$ cat config.mk
export PLATFORM = sky130hd
export DESIGN_NAME = sm83_bus_ctrl
export DESIGN_NICKNAME = d
export VERILOG_FILES = /design/src/rtl/sm83_bus_pkg.sv /design/src/rtl/sm83_bus_wait_ctr.sv /design/src/rtl/sm83_bus_ctrl.sv
export SDC_FILE = /design/constraint.sdc
export NUM_CORES = 1
export LEC_CHECK = 0
export CORE_UTILIZATION = 39
export CTS_BUF_LIST = sky130_fd_sc_hd__clkbuf_8
export CTS_CLUSTER_DIAMETER = 30
export CTS_CLUSTER_SIZE = 40
export DETAILED_ROUTE_END_ITERATION = 12
export PLACE_DENSITY = 0.82
export SETUP_SLACK_MARGIN = 0.02
export SLEW_MARGIN = 20
export SYNTH_ARGS = -nofsm -noshare
export SYNTH_HDL_FRONTEND = slang
export SYNTH_SLANG_ARGS = --single-unit
$ cat constraint.sdc
create_clock -name clk -period 1.42 [get_ports clk]
set_input_delay 0.355 -clock clk [delete_from_list [all_inputs] [get_ports clk]]
set_output_delay 0.355 -clock clk [all_outputs]
set_load 0.01 [all_outputs]
$ cat src/rtl/sm83_bus_pkg.sv
// Shared types and T-phase strobe windows for the SM83 memory-bus controller.
// Phase vectors are packed as {t4, t3, t2, t1}.
package sm83_bus_pkg;

    typedef enum logic [1:0] {
        IDLE = 2'd0,
        RD   = 2'd1,
        WR   = 2'd2
    } bus_state_t;

    localparam logic [3:0] RD_STB_WIN = 4'b0111;  // rd_n low t1..t3
    localparam logic [3:0] WR_STB_WIN = 4'b0110;  // wr_n low t2..t3
    localparam logic [3:0] WR_OE_WIN  = 4'b1110;  // dout driven t2..t4

    function automatic logic in_window(input logic [3:0] ph, input logic [3:0] win);
        return |(ph & win);
    endfunction

endpackage

$ cat src/rtl/sm83_bus_wait_ctr.sv
// Saturating wait-state counter: counts stalled clocks and flags when the limit is reached.
module sm83_bus_wait_ctr #(
    parameter int MAX = 15
) (
    input  logic clk,
    input  logic reset,
    input  logic clear,
    input  logic inc,
    output logic at_max
);

    localparam int W = $clog2(MAX + 1);
    localparam logic [W-1:0] MAX_V = W'(MAX);

    logic [W-1:0] count;

    always_ff @(posedge clk) begin
        if (reset || clear) begin
            count <= '0;
        end else if (inc && (count != MAX_V)) begin
            count <= count + W'(1);
        end
    end

    assign at_max = (count == MAX_V);

endmodule

$ cat src/rtl/sm83_bus_ctrl.sv
// SM83 memory-bus responder: turns sequencer T-phases and decoder requests into bus cycles.
// Optional wait-state support (mem_ready/stall/timeout) is enabled by defining SM83_BUS_WAIT_EN.
//
//   state | meaning
//   IDLE  | no access this M-cycle, strobes inactive
//   RD    | read access: rd_n low t1..t3, din captured at end of t3
//   WR    | write access: wr_n low t2..t3, dout driven t2..t4
module sm83_bus_ctrl
    import sm83_bus_pkg::*;
#(
    parameter int AW = 16,
    parameter int DW = 8
`ifdef SM83_BUS_WAIT_EN
    ,
    parameter int WAIT_MAX = 15
`endif
) (
    input  logic          clk,
    input  logic          reset,
    input  logic          t1,
    input  logic          t2,
    input  logic          t3,
    input  logic          t4,
    input  logic          m1,
    input  logic          req_rd,
    input  logic          req_wr,
    input  logic [AW-1:0] req_addr,
    input  logic [DW-1:0] req_wdata,
    input  logic [DW-1:0] din,
`ifdef SM83_BUS_WAIT_EN
    input  logic          mem_ready,
    output logic          stall,
    output logic          timeout,
`endif
    output logic [AW-1:0] addr_out,
    output logic [DW-1:0] dout,
    output logic          dout_oe,
    output logic          rd_n,
    output logic          wr_n,
    output logic          fetch,
    output logic [DW-1:0] rdata,
    output logic          rdata_valid,
    output logic          proto_err
);

    bus_state_t state;
    bus_state_t state_nxt;

    logic [3:0] ph;
    logic       rd_req;
    logic       wr_req;
    logic       cap_ok;

    assign ph     = {t4, t3, t2, t1};
    assign rd_req = req_rd & ~req_wr;
    assign wr_req = req_wr & ~req_rd;

`ifdef SM83_BUS_WAIT_EN
    logic waiting;
    logic at_max;

    // A wait is pending while the access sits in t3 without mem_ready; the limit releases it.
    assign waiting = (state != IDLE) && t3 && !mem_ready;
    assign stall   = waiting && !at_max;
    assign cap_ok  = mem_ready || at_max;

    sm83_bus_wait_ctr #(
        .MAX (WAIT_MAX)
    ) u_wait_ctr (
        .clk    (clk),
        .reset  (reset),
        .clear  (!stall),
        .inc    (stall),
        .at_max (at_max)
    );

    always_ff @(posedge clk) begin
        if (reset) begin
            timeout <= 1'b0;
        end else begin
            timeout <= waiting && at_max;
        end
    end
`else
    assign cap_ok = 1'b1;
`endif

    always_ff @(posedge clk) begin
        if (reset) begin
            state <= IDLE;
        end else begin
            state <= state_nxt;
        end
    end

    always_comb begin
        state_nxt = state;
        if (t4) begin
            if (rd_req) begin
                state_nxt = RD;
            end else if (wr_req) begin
                state_nxt = WR;
            end else begin
                state_nxt = IDLE;
            end
        end
    end

    always_comb begin
        rd_n    = 1'b1;
        wr_n    = 1'b1;
        dout_oe = 1'b0;
        if (state == RD) begin
            rd_n = !in_window(ph, RD_STB_WIN);
        end
        if (state == WR) begin
            wr_n    = !in_window(ph, WR_STB_WIN);
            dout_oe = in_window(ph, WR_OE_WIN);
        end
    end

    // Address/data latch on the t4 edge that starts an access; idle M-cycles hold the bus.
    always_ff @(posedge clk) begin
        if (reset) begin
            addr_out    <= '0;
            dout        <= '0;
            fetch       <= 1'b0;
            rdata       <= '0;
            rdata_valid <= 1'b0;
            proto_err   <= 1'b0;
        end else begin
            rdata_valid <= 1'b0;
            proto_err   <= t4 & req_rd & req_wr;
            if (t4) begin
                fetch <= 1'b0;
                if (rd_req || wr_req) begin
                    addr_out <= req_addr;
                    dout     <= req_wdata;
                    fetch    <= m1 & rd_req;
                end
            end
            if ((state == RD) && t3 && cap_ok) begin
                rdata       <= din;
                rdata_valid <= 1'b1;
            end
        end
    end

endmodule

==> results_dict.tcl <==
set metrics [dict create \
    status "finished clean" \
    cp_max_fo 2 \
    core_um2 3363 \
    antenna_found_initial 0 \
    critPathBufInv 2 \
    totalWireLength_um 3606 \
    layout_commonest_cell "nand2_1" \
    first_global_vias 1203 \
    required_ps 1070 \
    skew_ps 5.869 \
    synthCells 168 \
    insertion_delay_ps 280 \
    syn_nets 211 \
    fin_crit_sh_pct 96.90 \
    cts_buffers 5 \
    p_leak_nw 1.115 \
    ant_nets 0 \
    num_rows 21 \
    globalplace.congestion 0.6941 \
    period_needed_ps 1376 \
    ff_latch_area_um2 742.0 \
    rsz0062_at_grt "yes" \
    drc 0 \
    dr.pass1.iters 3 \
    crit_chain "dlygate4sd2_1, o31a_1, buf_2" \
    netlist_area_um2 1376 \
    via_per_inst 4.657 \
    cts.htree.levels 2 \
    cts.root.buffer_cell "clkbuf_8" \
    drt_iter0_markers 79 \
    end_kind "primary output" \
    min_path_type "input pin to register" \
    vias 1425 \
    dieWidth_um 61.41 \
    slowest_stage "o31a_1" \
    final_cells 306 \
    cts_tree "built" \
    finalSetupViolCount 0 \
    cts_buffer_depth 2 \
    setup_tns_ps 0 \
    grt_pass1_wl_um 5326 \
    slew_headroom_pct 81.30 \
    synthToLayoutAreaGrowth_pct 77.82 \
    fp.dieH_um 61.41 \
    multi_input_area_um2 561.8 \
    num_io_pins 79 \
    maxSlewViolCount 0 \
    yosys_warnings 0 \
    dieArea_um2 3771 \
    drive_gt1_share_pct 15.00 \
    post_drt_wl_per_cell_um 11.78 \
    ir_drop_v 0.0007048 \
    worst_hold_slack_ps 413.9 \
    cp_slowest_stage_delay_ps 280 \
    tightest_slew_ps 280.5 \
    p_total_w 0.002267 \
    antennaDiodeCount 0 \
    numPortBuffers 78 \
    nNetsFinal 303 \
    clk_pin_slew_ps 70 \
    arrival_ps 1020 \
    max_freq_ghz 0.7267 \
    initial_core_util_pct 40.92 \
    yosysUniqueCellTypes 20 \
    avgSynthCellArea_um2 8.192 \
    p_per_area_nw_per_um2 926.4 \
    hold_viol_final 0 \
    crit_type "input pin to primary output" \
    placedCellCount 293 \
    cts_sinks 37 \
    crit_family "buffers and inverters" \
    ys_seq_elements 37 \
    cp-start-kind "input pin" \
    grt_overflow_total 0 \
    cts-hold-fix-buffers 0 \
    grt_use_total_pct 19.70 \
    fill_cells 288 \
    final_cell_mix "nand2_1, dfxtp_1, dlygate4sd2_1" \
    hpwl_um 2338 \
    synth_seq_area_share_pct 53.82 \
    cap_violations 0 \
    grt_max_degree 25 \
]
-- area by class of cell --
cell class              count  share of cell area, %
well taps                  46                  2.352
repair buffers             97                  40.39
clock buffers               6                  3.374
multi-input cells         116                  22.95
inverters                   3                 0.4601
flip-flops and latches     37                  30.32
clock inverters             1                 0.1534
-- where the power goes --
part | internal [W] | switching [W] | total [W]
clock network | 0.000377 | 0.000337 | 0.000715
registers | 0.00108 | 0.0000210 | 0.00111
logic | 0.000270 | 0.000177 | 0.000447
-- worst register-to-register path, cell delays in order, from the launching register on --
cell     delay, ps
dfxtp_1        370
buf_4          140
and3b_1        320
nand2_1         90
a21oi_1        140
-- path summary, 6_finish.rpt --
kind | start | to | slack (ps) | cells after the start
worst max-delay path | t4 | dout_oe | 40 | 3
worst min-delay path | req_rd | proto_err | 410 | 4
worst max register to register | state[0] | rdata[3] | 290 | 4
worst min register to register | addr_out[11] | addr_out[11] | 450 | 2
-- cells by family (layout without fill, tap and decap cells) --
logic type | Yosys count | in the layout | share of synthesized area [%]
adder cells (fa/ha/maj) | 2 | 2 | 1.818
AND/OR/NAND/NOR | 76 | 76 | 22.18
AO/OA/AOI/OAI | 36 | 36 | 13.64
buffers and inverters | 15 | 107 | 7.090
flip-flops | 37 | 37 | 53.82
multiplexers | 2 | 2 | 1.455
-- through the flow --
step	setup slack (ps)	utilization [%]	cell area (um^2)
2_1_floorplan	93.30	-	1376
3_3_place_gp	-618.7	67.67	2276
3_5_place_dp	-647.5	67.67	2276
4_1_cts	-92.07	72.40	2435
5_1_grt	4.116	72.77	2447
6_report	43.95	72.77	2447
-- cells in the mapped netlist, drive strengths merged --
library cell	n	area [um^2]
nand3b	1	7.510
and3b	1	8.760
nand2b	2	12.51
a21oi	33	165.2
ha	2	25.02
dfxtp	37	740.7
buf	12	86.32
inv	3	11.26
nor2	4	15.01
nand3	1	5.000
nand2	65	244.0
o31a	1	8.760
o21ai	1	5.000
nor3	1	5.000
o311ai	1	8.760
mux2i	2	20.02
and2b	1	7.510
-- flip-flops by register name, summed over array words and instances, names as in the netlist --
register and count:
addr_out 16, dout 8, fetch 1, proto_err 1, rdata 8, rdata_valid 1
state 2
-- timing repair --
| item | in CTS | in global routing |
|---|---|---|
| endpoints found under the setup margin | 62 | 26 |
| hold endpoints to repair | 0 | 0 |
| cloned | 3 | 0 |
| gates resized for setup | 65 | 12 |
| pin swaps | 3 | 2 |
| buffers inserted | 3 | 0 |
-- per-layer routing --
layer  vias up  routed length, um  GRT usage, %
met5         -                  0             0
met4         0                 62         6.984
met3         7                295         8.193
met2        51               1680         31.68
met1       640               1567         23.77
li1        727                  -             -
No activity file was read; power rests on OpenSTA's default activity.
==> RTL change: new RTL, same settings <==
Register the output `dout` once more, cleared by the reset; this adds one clock of latency there. The other outputs are not delayed to match.
--- a/src/rtl/sm83_bus_ctrl.sv
+++ b/src/rtl/sm83_bus_ctrl.sv
@@ -44,2 +44,4 @@
 );
+
+    logic [DW-1:0] dout_s0;
 
@@ -125,3 +127,3 @@
             addr_out    <= '0;
-            dout        <= '0;
+            dout_s0     <= '0;
             fetch       <= 1'b0;
@@ -137,3 +139,3 @@
                     addr_out <= req_addr;
-                    dout     <= req_wdata;
+                    dout_s0  <= req_wdata;
                     fetch    <= m1 & rd_req;
@@ -148,2 +150,10 @@
 
+    always_ff @(posedge clk) begin
+        if (reset) begin
+            dout <= '0;
+        end else begin
+            dout <= dout_s0;
+        end
+    end
+
 endmodule
Behaviour: not the same (Yosys sat finds a counterexample within 4 cycles, from zero or initial values and one cycle with reset high).
==> RTL change against the unedited design <==
Area after synthesis up 16%. Setup slack better by 0.0082 ns. Sequential cell count up 8. Routed wire length up 3.2%. Cell area up 6.8%. Fmax up 0.60%. Largest cell class unchanged. Count of clock-buffer cells in the layout down 1. Global-route usage down 0.95 points. Total power up 11%. Highest routed layer unchanged.
==> RTL change: results (changes against the unedited design) <==
metric,value,unit,change
Seq area share,0.345,,+0.0420
bufs w/o clock,92,,-5.2%
Worst-path clk slew,0.08,ns,
P&R area growth vs syn,64.4,%,
global-route usage over all layers,0.188,,-0.00947
number of global-route vias before repair,1433,,+19%
fillers,334,,+16%
detailed-router iteration count before antenna repair,4,,+1
largest net degree at the start of global routing,46,,+84%
Post-Syn Nets,228,,+8.1%
hold depth,2,,-2
"Seq/Total Area, Yosys",0.566,,+0.0283
ClkCell Share,0.0330,,-0.00225
first-pass GRT wire length,6130,um,+15%
RePlAce Congestion,0.674,,-3.0%
Compound-Gate Fraction of Synth Area,0.118,,-0.0183
flop-to-flop setup slack,0.25,ns,-0.04 ns
Cells after Synth,185,,+10%
Worst Clk Skew,0.00601,ns,+0.000144 ns
measured slew at the worst slew-check pin,0.307,ns,+0.0269 ns
post-synthesis register bit count,45,,+22%
max FFs per register,16,,unchanged
post-synthesis adder-cell area fraction,0.0157,,-0.00245
DR vias,1482,,+4.0%
Post-Synth XOR/XNOR Area,0,,unchanged
wire per inst,11.6,um,-1.3%
FF-to-FF End,rdata[7]$_SDFFE_PP0P_,,
register area,902,sq um,+22%
multi-input logic area,627,sq um,+12%
reg2reg start,state[0]$_SDFFE_PP0P_,,
Final non-clock buffer share,0.355,,-0.0492
Hold Slack,0.452,ns,+0.0378 ns
synth top area cells,"dfxtp_1 (57%), nand2_1 (15%), a21oi_1 (10%)",,
worst vdd ir,0.627,mV,-11%
multiplexer share of the synthesized area,0.0126,,-0.00196
multi-input combinational gate total,124,,+6.9%
vias per cell,4.63,,-0.55%
Post-synth top cells,"nand2_1 (65), dfxtp_1 (45), a21oi_1 (33)",,
placed cells,308,,+5.1%
Yosys cell types,21,,+5.0%
Leak Pwr,1.16,nW,+4.2%
drt first-iter violations,107,,+35%
placed instance area,2450,sq um,+7.8%
clock buf count,5,,-1
Hold Path Sink,dout_s0[2]$_SDFFE_PP0P_,,
fraction of layout cells with a size suffix above 1,0.140,,-0.0103
final core occ,0.693,,-0.0346
DPL Wire Length,2450,um,+4.7%
outcome,finished clean,,
min-delay src,dout_s0[2]$_SDFFE_PP0P_,,
## RTL change: cell types whose count changed after synthesis
cell      change
buf_1         -3
dfxtp_1       +8
nor2b_1       +8
clkbuf_1      +4
## RTL change: power by group
| part | total, mW | switching [mW] | internal, mW |
|---|---|---|---|
| clock | 0.755 | 0.415 | 0.339 |
| combinational | 0.423 | 0.173 | 0.250 |
| sequential | 1.34 | 0.0209 | 1.31 |
## RTL change: layer usage
| metal | global-route usage | share of wire | vias to the layer above |
|---|---|---|---|
| li1 | - | - | 760 |
| met1 | 0.212 | 0.41 | 662 |
| met2 | 0.323 | 0.49 | 55 |
| met3 | 0.0776 | 0.090 | 5 |
| met4 | 0.0489 | 0.0097 | 0 |
| met5 | 0 | 0 | - |
## RTL change: worst max path at each step
stage / startpoint / end / slack (ns) / cells past startpoint
2_1_floorplan: req_rd / addr_out[10]$_SDFFE_PP0P_ / 0.09 / 7
5_1_grt: state[1]$_SDFFE_PP0P_ / dout_oe / -0.03 / 4
3_5_place_dp: t2 / rd_n / -0.65 / 3
3_3_place_gp: t3 / rd_n / -0.61 / 3
4_1_cts: t1 / rd_n / -0.11 / 3
6_report: state[1]$_SDFFE_PP0P_ / dout_oe / 0.05 / 4
## RTL change: cell families (layout without fill, tap and decap cells)
logic type      count (synthesis)  after routing
buf+inv                        16            103
simple gates                   84             84
compound gates                 36             36
mux                             2              2
fa+ha+maj                       2              2
flops                          45             45
## RTL change: critical path, cell delays in order, from the launching register on
cell and delay [ns]:
dfxtp_2 0.34, inv_2 0.05, nor2_2 0.09, o31a_1 0.13, buf_2 0.12
## RTL change: what timing repair did
action,4_1_cts,5_1_grt
gates resized for setup,71,7
setup endpoints to repair,62,15
pin swaps,3,1
buffers inserted,1,1
cloned,2,0
